--- src/rtl/qos_wrr_scheduler.sv ---
// Weighted round-robin drain of four class FIFOs into one output FIFO.
// Optional strict priority for class 0 with `define QOS_STRICT_PRIO_EN.
module qos_wrr_scheduler #(
    parameter int DW = 12,
    parameter int WW = 4
) (
    input  logic          clk,
    input  logic          reset,
    input  logic          enable,
    input  logic [3:0]    empty,
    input  logic          dst_afull,
    input  logic [WW-1:0] weight0,
    input  logic [WW-1:0] weight1,
    input  logic [WW-1:0] weight2,
    input  logic [WW-1:0] weight3,
    input  logic [DW-1:0] fifo_out0,
    input  logic [DW-1:0] fifo_out1,
    input  logic [DW-1:0] fifo_out2,
    input  logic [DW-1:0] fifo_out3,
    output logic [3:0]    pop,
    output logic          push,
    output logic [DW-1:0] data_out,
    output logic [1:0]    grant_idx,
    output logic [7:0]    round_cnt
);

    typedef enum logic [1:0] {
        IDLE,
        ARB,
        RELOAD
    } state_t;

    state_t        state;
    logic [1:0]    ptr;
    logic [WW-1:0] credit [4];
    logic [WW-1:0] wt     [4];
    logic [3:0]    elig;
    logic [3:0]    want;
    logic          found;
    logic [1:0]    sel;
    logic          fire;
    logic          wrr_hit;
    logic          need_reload;

    assign wt[0] = weight0;
    assign wt[1] = weight1;
    assign wt[2] = weight2;
    assign wt[3] = weight3;

    always_comb begin
        for (int i = 0; i < 4; i++) begin
            elig[i] = !empty[i] && (credit[i] != '0);
            want[i] = !empty[i] && (wt[i] != '0);
        end
`ifdef QOS_STRICT_PRIO_EN
        elig[0] = !empty[0];
        want[0] = 1'b0;
`endif
    end

    // Rotating scan starting at ptr; first eligible class wins.
    always_comb begin
        found = 1'b0;
        sel   = ptr;
        for (int k = 0; k < 4; k++) begin
            if (!found && elig[ptr + 2'(k)]) begin
                found = 1'b1;
                sel   = ptr + 2'(k);
            end
        end
`ifdef QOS_STRICT_PRIO_EN
        if (elig[0]) begin
            found = 1'b1;
            sel   = 2'd0;
        end
`endif
    end

    assign need_reload = |want;

    assign fire = !reset && (state == ARB) && enable
                  && !dst_afull && found;

`ifdef QOS_STRICT_PRIO_EN
    assign wrr_hit = fire && (sel != 2'd0);
`else
    assign wrr_hit = fire;
`endif

    always_comb begin
        pop = 4'b0000;
        if (fire) begin
            pop[sel] = 1'b1;
        end
    end

    // Class FIFOs present read data the cycle after pop, so the
    // registered grant selects the word that is live during push.
    always_comb begin
        data_out = '0;
        if (push) begin
            unique case (grant_idx)
                2'd0: data_out = fifo_out0;
                2'd1: data_out = fifo_out1;
                2'd2: data_out = fifo_out2;
                2'd3: data_out = fifo_out3;
                default: data_out = '0;
            endcase
        end
    end

    always_ff @(posedge clk) begin
        if (reset) begin
            state     <= IDLE;
            ptr       <= 2'd0;
            push      <= 1'b0;
            grant_idx <= 2'd0;
            round_cnt <= 8'd0;
            for (int i = 0; i < 4; i++) begin
                credit[i] <= '0;
            end
        end else begin
            push <= fire;
            if (fire) begin
                grant_idx <= sel;
            end
            if (wrr_hit) begin
                assert (credit[sel] != '0);
                if (credit[sel] != '0) begin
                    credit[sel] <= credit[sel] - WW'(1);
                end
                // Stay on the class while it still has credit left.
                if (credit[sel] > WW'(1)) begin
                    ptr <= sel;
                end else begin
                    ptr <= sel + 2'd1;
                end
            end
            unique case (state)
                IDLE: begin
                    if (enable) begin
                        state <= ARB;
                    end
                end
                ARB: begin
                    if (!enable) begin
                        state <= IDLE;
                    end else if (!dst_afull && !found
                                 && need_reload) begin
                        state <= RELOAD;
                    end
                end
                RELOAD: begin
                    for (int i = 0; i < 4; i++) begin
                        credit[i] <= wt[i];
                    end
                    round_cnt <= round_cnt + 8'd1;
                    state     <= ARB;
                end
                default: state <= IDLE;
            endcase
        end
    end

endmodule
--- config.mk ---
export PLATFORM = sky130hd
export DESIGN_NAME = qos_wrr_scheduler
export DESIGN_NICKNAME = d
export VERILOG_FILES = /design/src/rtl/qos_wrr_scheduler.sv
export SDC_FILE = /design/constraint.sdc
export NUM_CORES = 1
export LEC_CHECK = 0
export CORE_MARGIN = 10
export CORE_UTILIZATION = 30
export DETAILED_ROUTE_END_ITERATION = 8
export GPL_TIMING_DRIVEN = 0
export REMOVE_ABC_BUFFERS = 1
export SLEW_MARGIN = 20
export SYNTH_ARGS = -nofsm -noshare
export SYNTH_HDL_FRONTEND = slang
export SYNTH_SLANG_ARGS = --single-unit
--- constraint.sdc ---
create_clock -name clk -period 3.59 [get_ports clk]
set_clock_uncertainty 0.2 [all_clocks]
set_input_delay 0.5385 -clock clk [delete_from_list [all_inputs] [get_ports clk]]
set_output_delay 0.5385 -clock clk [all_outputs]
set_load 0.02 [all_outputs]
==> results of run 1 <==
[sequential cells by signal, summed over array words and instances, names as in the netlist]
| name | count |
|---|---|
| round_cnt | 8 |
| ptr | 2 |
| grant_idx | 2 |
| credit | 16 |
| push | 1 |
| state | 2 |
[power groups by stage]
stage | combinational, mW | sequential, mW | clock, mW
3_5_place_dp | 0.235 | 0.398 | 0
2_1_floorplan | 0.110 | 0.395 | 0
4_1_cts | 0.245 | 0.392 | 0.265
3_3_place_gp | 0.232 | 0.398 | 0
5_1_grt | 0.272 | 0.393 | 0.280
6_report | 0.250 | 0.392 | 0.260
[path summary, 6_finish.rpt]
kind	startpoint	end	slack [ns]	depth (start not counted)
worst max-delay path	credit[0][1]$_DFFE_PP_	credit[2][3]$_DFFE_PP_	0.16	9
worst min-delay path	state[0]$_SDFFE_PP0P_	state[0]$_SDFFE_PP0P_	0.26	1
worst min register to register	state[0]$_SDFFE_PP0P_	state[0]$_SDFFE_PP0P_	0.26	1
worst max register to register	credit[0][1]$_DFFE_PP_	credit[2][3]$_DFFE_PP_	0.16	9
[worst max-delay path, cell delays in order (launching register included)]
cell	delay [ns]
edfxtp_1	0.41
or4_1	0.62
a32oi_1	0.27
a32oi_2	0.22
buf_4	0.23
a31oi_1	0.15
a32o_1	0.25
ha_2	0.28
a21oi_2	0.12
or3_1	0.42
[Yosys cell counts (2+ instances only)]
cell,count,area [sq um]
mux2i_1,7,70.1
clkbuf_1,7,26.3
nor2b_1,2,12.5
o22ai_1,2,12.5
nand3_1,6,30.0
buf_1,3,11.3
nor2_1,25,93.8
xor2_1,7,61.3
a21oi_1,8,40.0
inv_1,13,48.8
dfxtp_1,15,300
mux4_2,12,270
xnor2_1,2,17.5
a32oi_1,2,17.5
a31oi_1,2,12.5
or4_1,2,15.0
nor3b_1,3,22.5
a22o_1,16,140
edfxtp_1,16,480
and3_1,2,12.5
or3_1,4,25.0
nand2_1,8,30.0
o21ai_0,7,35.0
nor4_1,6,37.5
and2_1,12,75.1
ha_1,8,100
[logic make-up (layout without fill, tap and decap cells)]
family / count (synthesis) / in the layout
buf+inv: 24 / 124
simple gates: 77 / 77
flops: 31 / 31
compound gates: 55 / 55
fa+ha+maj: 8 / 8
xor+xnor: 9 / 9
mux: 19 / 19
[per-layer routing]
layer	wire length (um)	GRT usage	up-vias
met3	683	0.0335	8
met4	114	0.0429	0
li1	-	-	1062
met5	0	0	-
met2	3330	0.202	100
met1	3410	0.161	1052
[stage by stage]
step	cell area, sq um	power (mW)
2_1_floorplan	2260	0.505
3_3_place_gp	3360	0.630
3_5_place_dp	3370	0.633
4_1_cts	3520	0.902
5_1_grt	3550	0.945
6_report	3550	0.902
[timing repair]
action	in CTS	in global routing
cloned	0	0
hold buffers	0	0
endpoints found under the setup margin	38	22
setup buffers	4	0
pin swaps	4	0
resized for setup	15	8
[final cells by class]
type,count,area [sq um]
Clock buffer,8,80.1
Inverter,13,48.8
Fill cell,713,3820
Sequential cell,31,781
Multi-Input combinational cell,168,1500
Timing Repair Buffer,103,1010
Tap cell,99,124
==> run metrics, run 1 <==
Adder-Cell Fraction of Synth Area 0.0435; final HPWL from detailed placement approximately 6100 um; vias per cell between 5 and 6; die height 108 um; fin crit period between 3 and 4 ns; Synth Instances about 220; Seq/Total Area, Yosys 0.339; DRT Pass-1 Iters 4; unrepaired setup endpoints after global routing false; TritonCTS clock tree yes; largest family of logic cells by synthesized area compound AO/OA/AOI/OAI gates; Worst Max-Slew Pin Slew 1.04 ns; Die ar. between 10000 and 15000 sq um; class of the tightest hold or removal check reg -> reg; syn_area_per_cell roughly 10 sq um; via count about 2200; Clock Path Buffers 2; Port Buffers between 90 and 100; CP required about 3.4 ns; GR Util All Layers 0.126; mux cell area share after synthesis 0.148; Peak VDD IR about 0.17 mV; status finished, final reports clean; num ports just under 100; Final ANT Viol Nets 0; DR DRC count 0; critical path class reg -> reg; Placed Cells between 400 and 500; final core utilization 0.481; Clock Latency Late Sink ~0.28 ns; startpoint types flip-flop; Max-cap violations 0; Finish-stage setup viols 0; Final nets between 400 and 500; commonest non-fill, non-tap cell in the layout clkdlybuf4s50_1; Initial Util 0.312; largest net degree at the start of global routing 20; slew margin rel. 0.306; Final TNS setup 0 ns; combinational power share 0.277; LEAKAGE 1.31 nW; Sequential Power Share 0.434; root buf cell clkbuf_8; routability cong. around 0.83; fin cells about 420; Tcrit/Tclk final 0.955; pwr dens about 250 nW/um^2; Fin. Hold Viols 0; Synth Flop Type edfxtp_1; ANT cells 0; CORE AREA approximately 7400 sq um; FP Rows 31; flip-flop and latch count after synthesis 31; Max H-tree Level 2; drt total wl 7540 um; clock group share of total power 0.288; # clock sinks 31; CTS Buf Count 5; Worst EP arrival between 3 and 4 ns; Worst Hold Slack roughly 0.26 ns; EDFF count, synth 16; clk slew on worst S/H paths 0.07 ns; Simple-Gate Fraction of Synth Area 0.187; antenna violations before repair 0; number of synthesis warnings 0; first-pass GRT wire length about 12000 um; Synth Cell Area about 2300 sq um; Yosys cell types 52; area grow syn2layout 54.2%; critical path peak fanout 7; Routed WL per cell approximately 18 um; switching portion of total power 0.278; Sw Pwr between 0.2 and 0.3 mW; Place WS -0.700 ns; First DRT Iteration DRCs between 200 and 250; XOR/XNOR Fraction of Synth Area 0.0343; Max Slew Vio Count 0; share of layout cells above drive strength 1 0.146; most frequent cells in the layout 92 x clkdlybuf4s50_1, 24 x nor2_1, 16 x a22o_1, 16 x edfxtp_1, 15 x dfxtp_1; Fmax achieved roughly 300 MHz; Cell Int Power 0.651 mW; post-synthesis compound-gate area fraction 0.208; CP Capture Type flip-flop; die width ~110 um; number of global-route vias before repair 2251; Final WS setup ~0.16 ns; GRT overflow 0; ys async rst share 0
(Power assumes the default switching activity.)
==> run 2, diff against run 1 <==
--- a/config.mk
+++ b/config.mk
@@ -7,6 +7,7 @@
 export LEC_CHECK = 0
 export CORE_MARGIN = 10
 export CORE_UTILIZATION = 30
+export CTS_CLUSTER_SIZE = 12
 export DETAILED_ROUTE_END_ITERATION = 8
 export GPL_TIMING_DRIVEN = 0
 export REMOVE_ABC_BUFFERS = 1
==> constraint.sdc (replaced) <==
create_clock -name clk -period 3.3 [get_ports clk]
set_clock_uncertainty 0.2 [all_clocks]
set_input_delay 0.495 -clock clk [delete_from_list [all_inputs] [get_ports clk]]
set_output_delay 0.495 -clock clk [all_outputs]
set_load 0.02 [all_outputs]
==> run metrics, run 2 (synthesis gave the netlist of run 1 again) <==
CP Cell Sequence or4_4, a2111oi_4, a221oi_4, buf_6, nand3_2, a21oi_2, nor2_4, ha_4, a21oi_4, or3_4; DR DRC count 0 (unchanged); die height 108 um (unchanged); via count 2328 (+4.8%); violated checks negative setup slack; ANT cells 0 (unchanged); commonest non-fill, non-tap cell in the layout clkdlybuf4s50_1; first-pass GRT wire length 11900 um (+2.3%); Max stage delay cell, worst path or4_4; largest net degree at the start of global routing 20 (unchanged); design area 3910 sq um (+10%); Tcrit/Tclk final 1.01 (+0.0553); Final nets 422 (+5.0%); hold_buf cts 0 (unchanged); fin crit period 3.34 ns (-0.0946 ns); unrepaired setup endpoints after global routing true; Sequential Power Share 0.403 (-0.031); Final WS setup -0.0356 ns (-0.195 ns); busiest grt layer met2; Routed WL per cell 18.2 um (+1.9%); combinational power share 0.330 (+0.053); Peak VDD IR 0.175 mV (+2.6%); Finish-stage setup viols 8 (+8); most frequent cells in the layout 92 x clkdlybuf4s50_1, 24 x buf_4, 23 x nor2_1; Placed Instance Area 3370 sq um (unchanged); final HPWL from detailed placement 6120 um (unchanged); Place WS -0.946 ns (-0.247 ns); CP Capture Type flip-flop; GRT overflow 0 (unchanged); share of layout cells above drive strength 1 0.292 (+0.146); First DRT Iteration DRCs 149 (-28%); Max H-tree Level 2 (unchanged); met2 usage 0.200 (-0.00130); Fin. Hold Viols 0 (unchanged); CTS Buf Count 5 (unchanged); Initial Util 0.312 (unchanged); Largest regs credit x16, round_cnt x8; Max Slew Vio Count 0 (unchanged); slew margin rel. 0.294 (-0.0121); CP required 3.14 ns (-0.27 ns); FP Rows 31 (unchanged); Layout fillers 667 (-6.5%); antenna violations before repair 0 (unchanged); Bufs and invs on worst path 1 (unchanged); Die ar. 11600 sq um (unchanged); CORE AREA 7370 sq um (unchanged); cell family with most CP delay simple AND/OR/NAND/NOR gates; Port Buffers 98 (unchanged); clock group share of total power 0.266 (-0.022); clk slew on worst S/H paths 0.06 ns (about the same); num ports 99 (unchanged); # clock sinks 31 (unchanged); Worst Max-Slew Pin Slew 1.06 ns (+0.0181 ns); Clock Path Buffers 2 (unchanged); routability cong. 0.829 (unchanged); Cell Int Power 0.755 mW (+16%); pwr dens 272 nW/um^2 (+6.8%); vias per cell 5.27 (about the same); GR Util All Layers 0.130 (+0.00311); met3 Track Usage GR 0.0431 (+0.00958); critical path class reg -> reg; status complete, but fails checks; Max-cap violations 0 (unchanged); critical path peak fanout 6 (-1); Fmax achieved 300 MHz (+2.8%); root buf cell clkbuf_8; area grow syn2layout 69.7%; class of the tightest hold or removal check reg -> reg; Top reg by flops credit; max FFs per register 16 (unchanged); number of global-route vias before repair 2307 (+2.5%); drt total wl 8050 um (+6.7%); GR Layer Usage met1 0.161 (about the same); die width 108 um (unchanged); Sw Pwr 0.306 mW (+22%); startpoint types flip-flop; Final ANT Viol Nets 0 (unchanged); TritonCTS clock tree yes; LEAKAGE 1.43 nW (+8.8%); DRT Pass-1 Iters 4 (unchanged); Clock Latency Late Sink 0.28 ns (about the same); switching portion of total power 0.288 (+0.0101); Crit path largest cell delay 0.62 ns (about the same); Worst EP arrival 3.17 ns (-0.08 ns)
-- run 2: repair_timing --
action,4_1_cts,5_1_grt
buffers inserted,12,11
resized for setup,36,44
pin swaps,8,22
cloned,1,0
endpoints found under the setup margin,38,36
-- run 2: layout make-up --
class	count	area, sq um	area share
Multi-Input combinational cell	169	1720	0.440
Inverter	13	48.8	0.0125
Timing Repair Buffer	122	1150	0.295
Tap cell	99	124	0.0317
Sequential cell	31	782	0.200
Clock buffer	8	80.1	0.0205
-- run 2: stage by stage --
| step | utilization | TNS, ns | power [mW] | hold WS, ns | instances |
|---|---|---|---|---|---|
| after floorplan | - | -3.91 | 0.550 | 0.223 | 212 |
| after global placement | 0.456 | -41.11 | 0.685 | 0.244 | 409 |
| after detailed placement | 0.457 | -30.10 | 0.689 | 0.250 | 410 |
| after CTS | 0.499 | -0.0540 | 1.01 | 0.261 | 431 |
| after global routing | 0.530 | -2.02 | 1.11 | 0.293 | 442 |
| final | 0.530 | -0.146 | 1.06 | 0.259 | 442 |
-- run 2: worst paths after layout --
check	from	end	slack, ns	cells after the start
hold / removal	state[0]$_SDFFE_PP0P_	state[0]$_SDFFE_PP0P_	0.26	1
setup reg to reg	credit[1][1]$_DFFE_PP_	credit[2][1]$_DFFE_PP_	-0.04	10
setup / recovery	credit[1][1]$_DFFE_PP_	credit[2][1]$_DFFE_PP_	-0.04	10
hold reg to reg	state[0]$_SDFFE_PP0P_	state[0]$_SDFFE_PP0P_	0.26	1
-- run 2: power groups by stage --
| stage | clock, mW | sequential (mW) | combinational [mW] |
|---|---|---|---|
| after global placement | 0 | 0.433 | 0.253 |
| after global routing | 0.303 | 0.429 | 0.376 |
| final | 0.282 | 0.428 | 0.351 |
| after floorplan | 0 | 0.430 | 0.119 |
| after detailed placement | 0 | 0.433 | 0.256 |
| after CTS | 0.288 | 0.427 | 0.297 |
-- run 2: per-layer routing --
metal / part of all wire / vias to the layer above
met5: 0 / -
met2: 0.44 / 110
met4: 0.024 / 0
li1: - / 1106
met1: 0.44 / 1100
met3: 0.092 / 12
